--- src/rtl/drop_sequencer.sv ---
// Multi-cycle baggage-drop controller: fused height, 16-step non-restoring sqrt, registered decision/display.
// Optional macro DROP_ABORT_EN adds an abort input that returns any running sequence to IDLE silently.
module drop_sequencer #(
   parameter int SETTLE_CYCLES = 2,
   parameter int CNT_W         = 4
) (
   input  logic        clk,
   input  logic        rst_n,
   input  logic        start,
   input  logic [7:0]  sensor1,
   input  logic [7:0]  sensor2,
   input  logic [7:0]  sensor3,
   input  logic [7:0]  sensor4,
   input  logic [15:0] t_lim,
   input  logic        drop_en,
`ifdef DROP_ABORT_EN
   input  logic        abort,
`endif
   output logic        busy,
   output logic        done,
   output logic [15:0] t_act,
   output logic        drop_activated,
   output logic [6:0]  seven_seg1,
   output logic [6:0]  seven_seg2,
   output logic [6:0]  seven_seg3,
   output logic [6:0]  seven_seg4
);

   typedef enum logic [2:0] {S_IDLE, S_SETTLE, S_SAMPLE, S_ROOT, S_DECIDE} state_t;

   localparam logic [CNT_W-1:0] CNT_LOAD =
      (SETTLE_CYCLES > 0) ? CNT_W'(SETTLE_CYCLES - 1) : '0;

   state_t             state;
   logic [CNT_W-1:0]   cnt;
   logic [3:0]         iter;
   logic [31:0]        rad;
   logic signed [17:0] rem;
   logic [15:0]        root;
   logic [15:0]        lim_q;
   logic               den_q;

   // Zero reading marks a faulty sensor; a faulty pair member drops the whole pair.
   function automatic logic [7:0] fuse(input logic [7:0] s1, s2, s3, s4);
      logic [9:0] sum;
      if (s1 == 8'd0 || s3 == 8'd0) begin
         sum = {2'b0, s2} + {2'b0, s4} + 10'd1;
         return sum[8:1];
      end else if (s2 == 8'd0 || s4 == 8'd0) begin
         sum = {2'b0, s1} + {2'b0, s3} + 10'd1;
         return sum[8:1];
      end else begin
         sum = {2'b0, s1} + {2'b0, s2} + {2'b0, s3} + {2'b0, s4} + 10'd2;
         return sum[9:2];
      end
   endfunction

   logic [7:0]         height;
   logic signed [17:0] rem_sh, rem_nx;
   logic [15:0]        root_nx;
   logic [15:0]        t_nx;

   always_comb begin
      height  = fuse(sensor1, sensor2, sensor3, sensor4);
      rem_sh  = {rem[15:0], rad[31:30]};
      // Non-restoring step: the sign of the running remainder picks add or subtract.
      if (rem[17])
         rem_nx = rem_sh + $signed({root, 2'b11});
      else
         rem_nx = rem_sh - $signed({root, 2'b01});
      root_nx = {root[14:0], ~rem_nx[17]};
      t_nx    = {1'b0, root[15:1]};
   end

   always_ff @(posedge clk or negedge rst_n) begin
      if (!rst_n) begin
         state          <= S_IDLE;
         cnt            <= '0;
         iter           <= '0;
         rad            <= '0;
         rem            <= '0;
         root           <= '0;
         lim_q          <= '0;
         den_q          <= 1'b0;
         busy           <= 1'b0;
         done           <= 1'b0;
         t_act          <= '0;
         drop_activated <= 1'b0;
         seven_seg1     <= '0;
         seven_seg2     <= '0;
         seven_seg3     <= '0;
         seven_seg4     <= '0;
      end else begin
         done <= 1'b0;
`ifdef DROP_ABORT_EN
         if (abort && state != S_IDLE) begin
            state <= S_IDLE;
            busy  <= 1'b0;
         end else
`endif
         case (state)
            S_IDLE: if (start) begin
               busy <= 1'b1;
               cnt  <= CNT_LOAD;
               state <= (SETTLE_CYCLES == 0) ? S_SAMPLE : S_SETTLE;
            end
            S_SETTLE: begin
               if (cnt == '0) state <= S_SAMPLE;
               else           cnt   <= cnt - 1'b1;
            end
            S_SAMPLE: begin
               rad   <= {height, 24'd0} >> 8;
               rem   <= '0;
               root  <= '0;
               iter  <= '0;
               lim_q <= t_lim;
               den_q <= drop_en;
               state <= S_ROOT;
            end
            S_ROOT: begin
               rad  <= {rad[29:0], 2'b00};
               rem  <= rem_nx;
               root <= root_nx;
               iter <= iter + 1'b1;
               if (iter == 4'd15) state <= S_DECIDE;
            end
            S_DECIDE: begin
               t_act <= t_nx;
               if (!den_q) begin
                  {seven_seg1, seven_seg2, seven_seg3, seven_seg4} <=
                     {7'b0111001, 7'b1011100, 7'b0111000, 7'b1011110};
                  drop_activated <= 1'b0;
               end else if (t_nx < lim_q) begin
                  {seven_seg1, seven_seg2, seven_seg3, seven_seg4} <=
                     {7'b1011110, 7'b1010000, 7'b1011100, 7'b1110011};
                  drop_activated <= 1'b1;
               end else if (t_nx > lim_q) begin
                  {seven_seg1, seven_seg2, seven_seg3, seven_seg4} <=
                     {7'b0000000, 7'b1110110, 7'b1011100, 7'b1111000};
                  drop_activated <= 1'b0;
               end
               busy  <= 1'b0;
               done  <= 1'b1;
               state <= S_IDLE;
            end
            default: state <= S_IDLE;
         endcase
      end
   end

endmodule

--- config.mk ---
export PLATFORM = sky130hd
export DESIGN_NAME = drop_sequencer
export DESIGN_NICKNAME = d
export VERILOG_FILES = /design/src/rtl/drop_sequencer.sv
export SDC_FILE = /design/constraint.sdc
export NUM_CORES = 1
export LEC_CHECK = 0
export BUFFER_PORTS_ARGS = -buffer_cell sky130_fd_sc_hd__buf_2
export CORE_UTILIZATION = 25
export CTS_CLUSTER_DIAMETER = 150
export CTS_CLUSTER_SIZE = 14
export DETAILED_ROUTE_END_ITERATION = 6
export GPL_TIMING_DRIVEN = 0
export SLEW_MARGIN = 30
export SYNTH_ARGS = -nofsm -noshare
export SYNTH_HDL_FRONTEND = slang
export SYNTH_SLANG_ARGS = --single-unit
--- constraint.sdc ---
create_clock -name clk -period 2.9 [get_ports clk]
set_input_delay 0.29 -clock clk [delete_from_list [all_inputs] [get_ports clk]]
set_output_delay 0.29 -clock clk [all_outputs]
set_load 0.05 [all_outputs]
==> reports/summary.json <==
{
  "run_status": {"value": "finished, violations left"},
  "violations": {"value": "setup timing"},
  "synthesis.instances": {"value": 791},
  "fin_crit_sh": {"value": 100, "unit": "%"},
  "detail_route.iter0.violations": {"value": 239},
  "total_area_of_multi_input_combinational_cells": {"value": 3850, "unit": "um2"},
  "clock_tree.root_cell": {"value": "clkbuf_16"},
  "detail_route.drc_violations": {"value": 0},
  "synthesis.yosys.warnings": {"value": 0},
  "pin_count_of_the_biggest_net_entering_global_routing": {"value": 62},
  "critical_path_class": {"value": "in2reg"},
  "power_report.internal_total": {"value": 0.00464, "unit": "W"},
  "die_area": {"value": 28000, "unit": "um2"},
  "finalSetupTns": {"value": -10.2, "unit": "ps"},
  "routed_wl": {"value": 16.7, "unit": "mm"},
  "tightestPinTransition": {"value": 725, "unit": "ps"},
  "cellPowerDensity": {"value": 1070, "unit": "nW/um2"},
  "net-switching-power": {"value": 0.00419, "unit": "W"},
  "antenna-diode-count": {"value": 0},
  "worst_ep_arrival_time": {"value": 3140, "unit": "ps"},
  "report.final.slew_viol_count": {"value": 0},
  "power_leakage": {"value": 4.08, "unit": "nW"},
  "vias": {"value": 5683},
  "tritoncts_buffer_count": {"value": 9},
  "core": {"value": 26900, "unit": "um2"},
  "via_per_inst": {"value": 4.55},
  "first_pass_grt_wire_length": {"value": 27.0, "unit": "mm"},
  "routedWlPerCell": {"value": 13.4, "unit": "um"},
  "finish.utilization": {"value": 30.7, "unit": "%"},
  "max-clock-path-buffers": {"value": 2},
  "worst_hold_path.num_cells": {"value": 3},
  "critPathCaptureType": {"value": "flop"},
  "hold_viol_final": {"value": 0},
  "slew_headroom": {"value": 51.7, "unit": "%"},
  "crit_path_start_kind": {"value": "input pin"},
  "grt_pass1_vias": {"value": 5425},
  "min-delay-path-class": {"value": "in2reg"},
  "place.detailed.hpwl": {"value": 12.9, "unit": "mm"},
  "die_h": {"value": 167, "unit": "um"},
  "routabilityCongestion": {"value": 0.861},
  "detail_route.first_pass.iterations": {"value": 5},
  "fill_count": {"value": 2867},
  "layout.nets": {"value": 1029},
  "dr.max_layer_used": {"value": "met4"},
  "tritoncts": {"value": "built"},
  "drive_gt1_share": {"value": 18.6, "unit": "%"},
  "worst_r2r_endpoint": {"value": "rem[14]"},
  "floorplan_row_count": {"value": 60},
  "fin_ws": {"value": -10.2, "unit": "ps"},
  "number_of_levels_the_h_tree_was_split_into": {"value": 3},
  "clkLatencyLatePin": {"value": 350, "unit": "ps"},
  "final_cell_area": {"value": 8240, "unit": "um2"},
  "detail-route-antenna-nets": {"value": 0},
  "start_util": {"value": 25.4, "unit": "%"},
  "netlist_area": {"value": 6830, "unit": "um2"},
  "min_tclk_post_route": {"value": 2910, "unit": "ps"},
  "grtUsageTotal": {"value": 11.9, "unit": "%"},
  "rsz0062_at_grt": {"value": "yes"},
  "num_io_pins": {"value": 99},
  "switching_share": {"value": 47.4, "unit": "%"},
  "holdCritStartpoint": {"value": "t_lim[9]"},
  "globalRoute.totalOverflow": {"value": 0},
  "path_max_fanout": {"value": 3},
  "area_growth_syn_to_layout": {"value": 20.7, "unit": "%"},
  "maxCapViolations": {"value": 0},
  "launch_instance_of_the_worst_register_to_register_path": {"value": "rem[17]"},
  "setup_viol": {"value": 1},
  "hold_end": {"value": "lim_q[9]"},
  "share_clk_of_total_power": {"value": 13.9, "unit": "%"},
  "met3_wirelength": {"value": 572, "unit": "um"},
  "chipWidth": {"value": 167, "unit": "um"},
  "number_of_enable_flip_flop_cells_after_synthesis": {"value": 0},
  "cp.required": {"value": 3130, "unit": "ps"},
  "cell_count_of_the_worst_reg_to_reg_path": {"value": 10},
  "yosysSeqAreaShare": {"value": 37.0, "unit": "%"},
  "dpl_cell_area": {"value": 7810, "unit": "um2"},
  "largest_vdd_supply_drop": {"value": 0.368, "unit": "mV"},
  "fin_worst_skew": {"value": 11.4, "unit": "ps"},
  "synth-seq-cells": {"value": 101},
  "comb_power_share": {"value": 59.7, "unit": "%"},
  "synth_flop_cell": {"value": "dfrtp_1"},
  "power.share.sequential": {"value": 26.3, "unit": "%"},
  "synth_async_sr_flop_share": {"value": 100, "unit": "%"},
  "detailroute.wirelength.met2": {"value": 7.75, "unit": "mm"},
  "met1Wirelength": {"value": 8.13, "unit": "mm"},
  "clkSinkCount": {"value": 101},
  "yosys.cell_types.count": {"value": 57},
  "cts.reportedPaths.clkPinSlew": {"value": 70, "unit": "ps"},
  "power_after_layout": {"value": 0.00883, "unit": "W"},
  "reg2reg_slack": {"value": 250, "unit": "ps"},
  "regArea": {"value": 2530, "unit": "um2"},
  "place.port_buffers": {"value": 94},
  "synth.avg_cell_area": {"value": 8.64, "unit": "um2"},
  "fmaxAchievable": {"value": 344, "unit": "MHz"},
  "antenna_found_initial": {"value": 0}
}
-- what timing repair did --
item	4_1_cts	5_1_grt
setup buffers	3	0
hold buffers	1	0
gates resized for setup	15	16
endpoints found under the hold margin	60	0
pin swaps	6	5
setup endpoints to repair	9	9
-- per-layer routing --
metal / vias to the layer above / track usage (%)
li1: 2853 / -
met1: 2679 / 16.0
met2: 133 / 19.8
met3: 18 / 1.80
met4: 0 / 3.27
met5: - / 0
-- sequential cells by signal, indices dropped and copies added (netlist names) --
register / cells
done: 1
root: 16
rem: 17
t_act: 15
seven_seg1: 3
seven_seg2: 1
cnt: 4
rad: 16
iter: 4
seven_seg4: 3
lim_q: 16
busy: 1
den_q: 1
state: 3
-- cells in the mapped netlist, drive strengths merged, types with 2 or more instances --
cell type	number	area, um2
a21oi	34	170
o21bai	2	15.0
a22o	3	26.3
a21o	12	90.1
a311oi	2	17.5
and3	2	12.5
clkbuf	27	101
ha	57	713
dfrtp	101	2530
nand2	158	593
o31ai	9	67.6
xor2	18	158
inv	73	274
nor2	35	131
nor4	10	62.6
a31oi	6	37.5
o21ai	61	309
o21a	5	37.5
buf	26	186
o31a	2	17.5
nand3	33	165
mux2	3	33.8
a211oi	2	20.0
nand4	3	18.8
o311ai	3	26.3
nor3	10	50.1
nand4b	2	17.5
nor2b	8	50.1
o22ai	2	12.5
fa	17	340
mux2i	4	40.0
o41ai	3	26.3
xnor2	29	254
nand2b	11	68.8
-- cell usage in the layout (no fill, tap or decap), types with 5 or more instances in the layout --
cell and count:
fa_1 15, a21o_1 12, inv_1 65, xnor2_1 29, o21a_1 5, ha_1 53
a31oi_1 6, buf_2 89, a21oi_1 32, o21ai_0 58, nand2_1 158, dfrtp_1 100
o31ai_1 9, clkbuf_1 27, nand2b_1 11, nor2_1 35, nand3_1 33, xor2_1 18
nor3_1 9, nor2b_1 8, buf_4 26, inv_2 6, clkbuf_16 9, nor4_1 10
buf_6 6
-- worst max-delay path by stage --
stage / from / to / depth (start not counted)
global route: sensor3[4] / rad[23] / 13
CTS: sensor3[4] / rad[22] / 13
finish: sensor3[4] / rad[23] / 13
global placement: sensor3[4] / rad[23] / 13
detailed placement: sensor3[4] / rad[23] / 13
floorplan: sensor3[4] / rad[23] / 12
-- area by class of cell --
type / instances / area share (%)
Multi-Input combinational cell: 567 / 46.7
Sequential cell: 101 / 30.7
Timing Repair Buffer: 99 / 6.92
Tap cell: 341 / 5.18
Buffer: 52 / 3.49
Inverter: 73 / 3.45
Clock buffer: 12 / 2.99
Clock inverter: 4 / 0.637
-- critical path, cell delays in order --
cell       delay (ps)
buf_8              90
inv_8              30
fa_1              480
fa_1              510
inv_2              50
ha_4              230
a21o_1            160
and2_4            160
or3_4             350
o31a_1            290
a211oi_2          260
a311oi_2           90
a2bb2oi_1         150
-- power groups by stage --
stage,combinational (W),clock [W],sequential (W)
CTS,0.00527,0.00127,0.00233
global route,0.00586,0.00131,0.00241
global placement,0.00512,0,0.00231
floorplan,0.00381,0,0.00251
finish,0.00527,0.00123,0.00233
detailed placement,0.00521,0,0.00234
-- per-stage QoR --
stage | worst slack [ps] | hold slack [ps] | std cells
final | -10.2 | 144 | 1249
after detailed placement | -480 | 325 | 1230
after global routing | -46.0 | 135 | 1249
after floorplan | -112 | -5.59 | 794
after global placement | -458 | 451 | 1229
after CTS | 2.24 | 133 | 1249
-- cell families after synthesis --
group,Yosys count,share of synthesized area [%]
AOI/OAI and AO/OA,158,14.5
DFF,101,37.0
muxes,7,1.08
and+or+nand+nor,277,17.7
buffers and inverters,126,8.22
xor gates and xnor gates,47,6.03
adders and majority gates,74,15.4
other,1,0.0549
No activity file was read; power rests on OpenSTA's default activity.
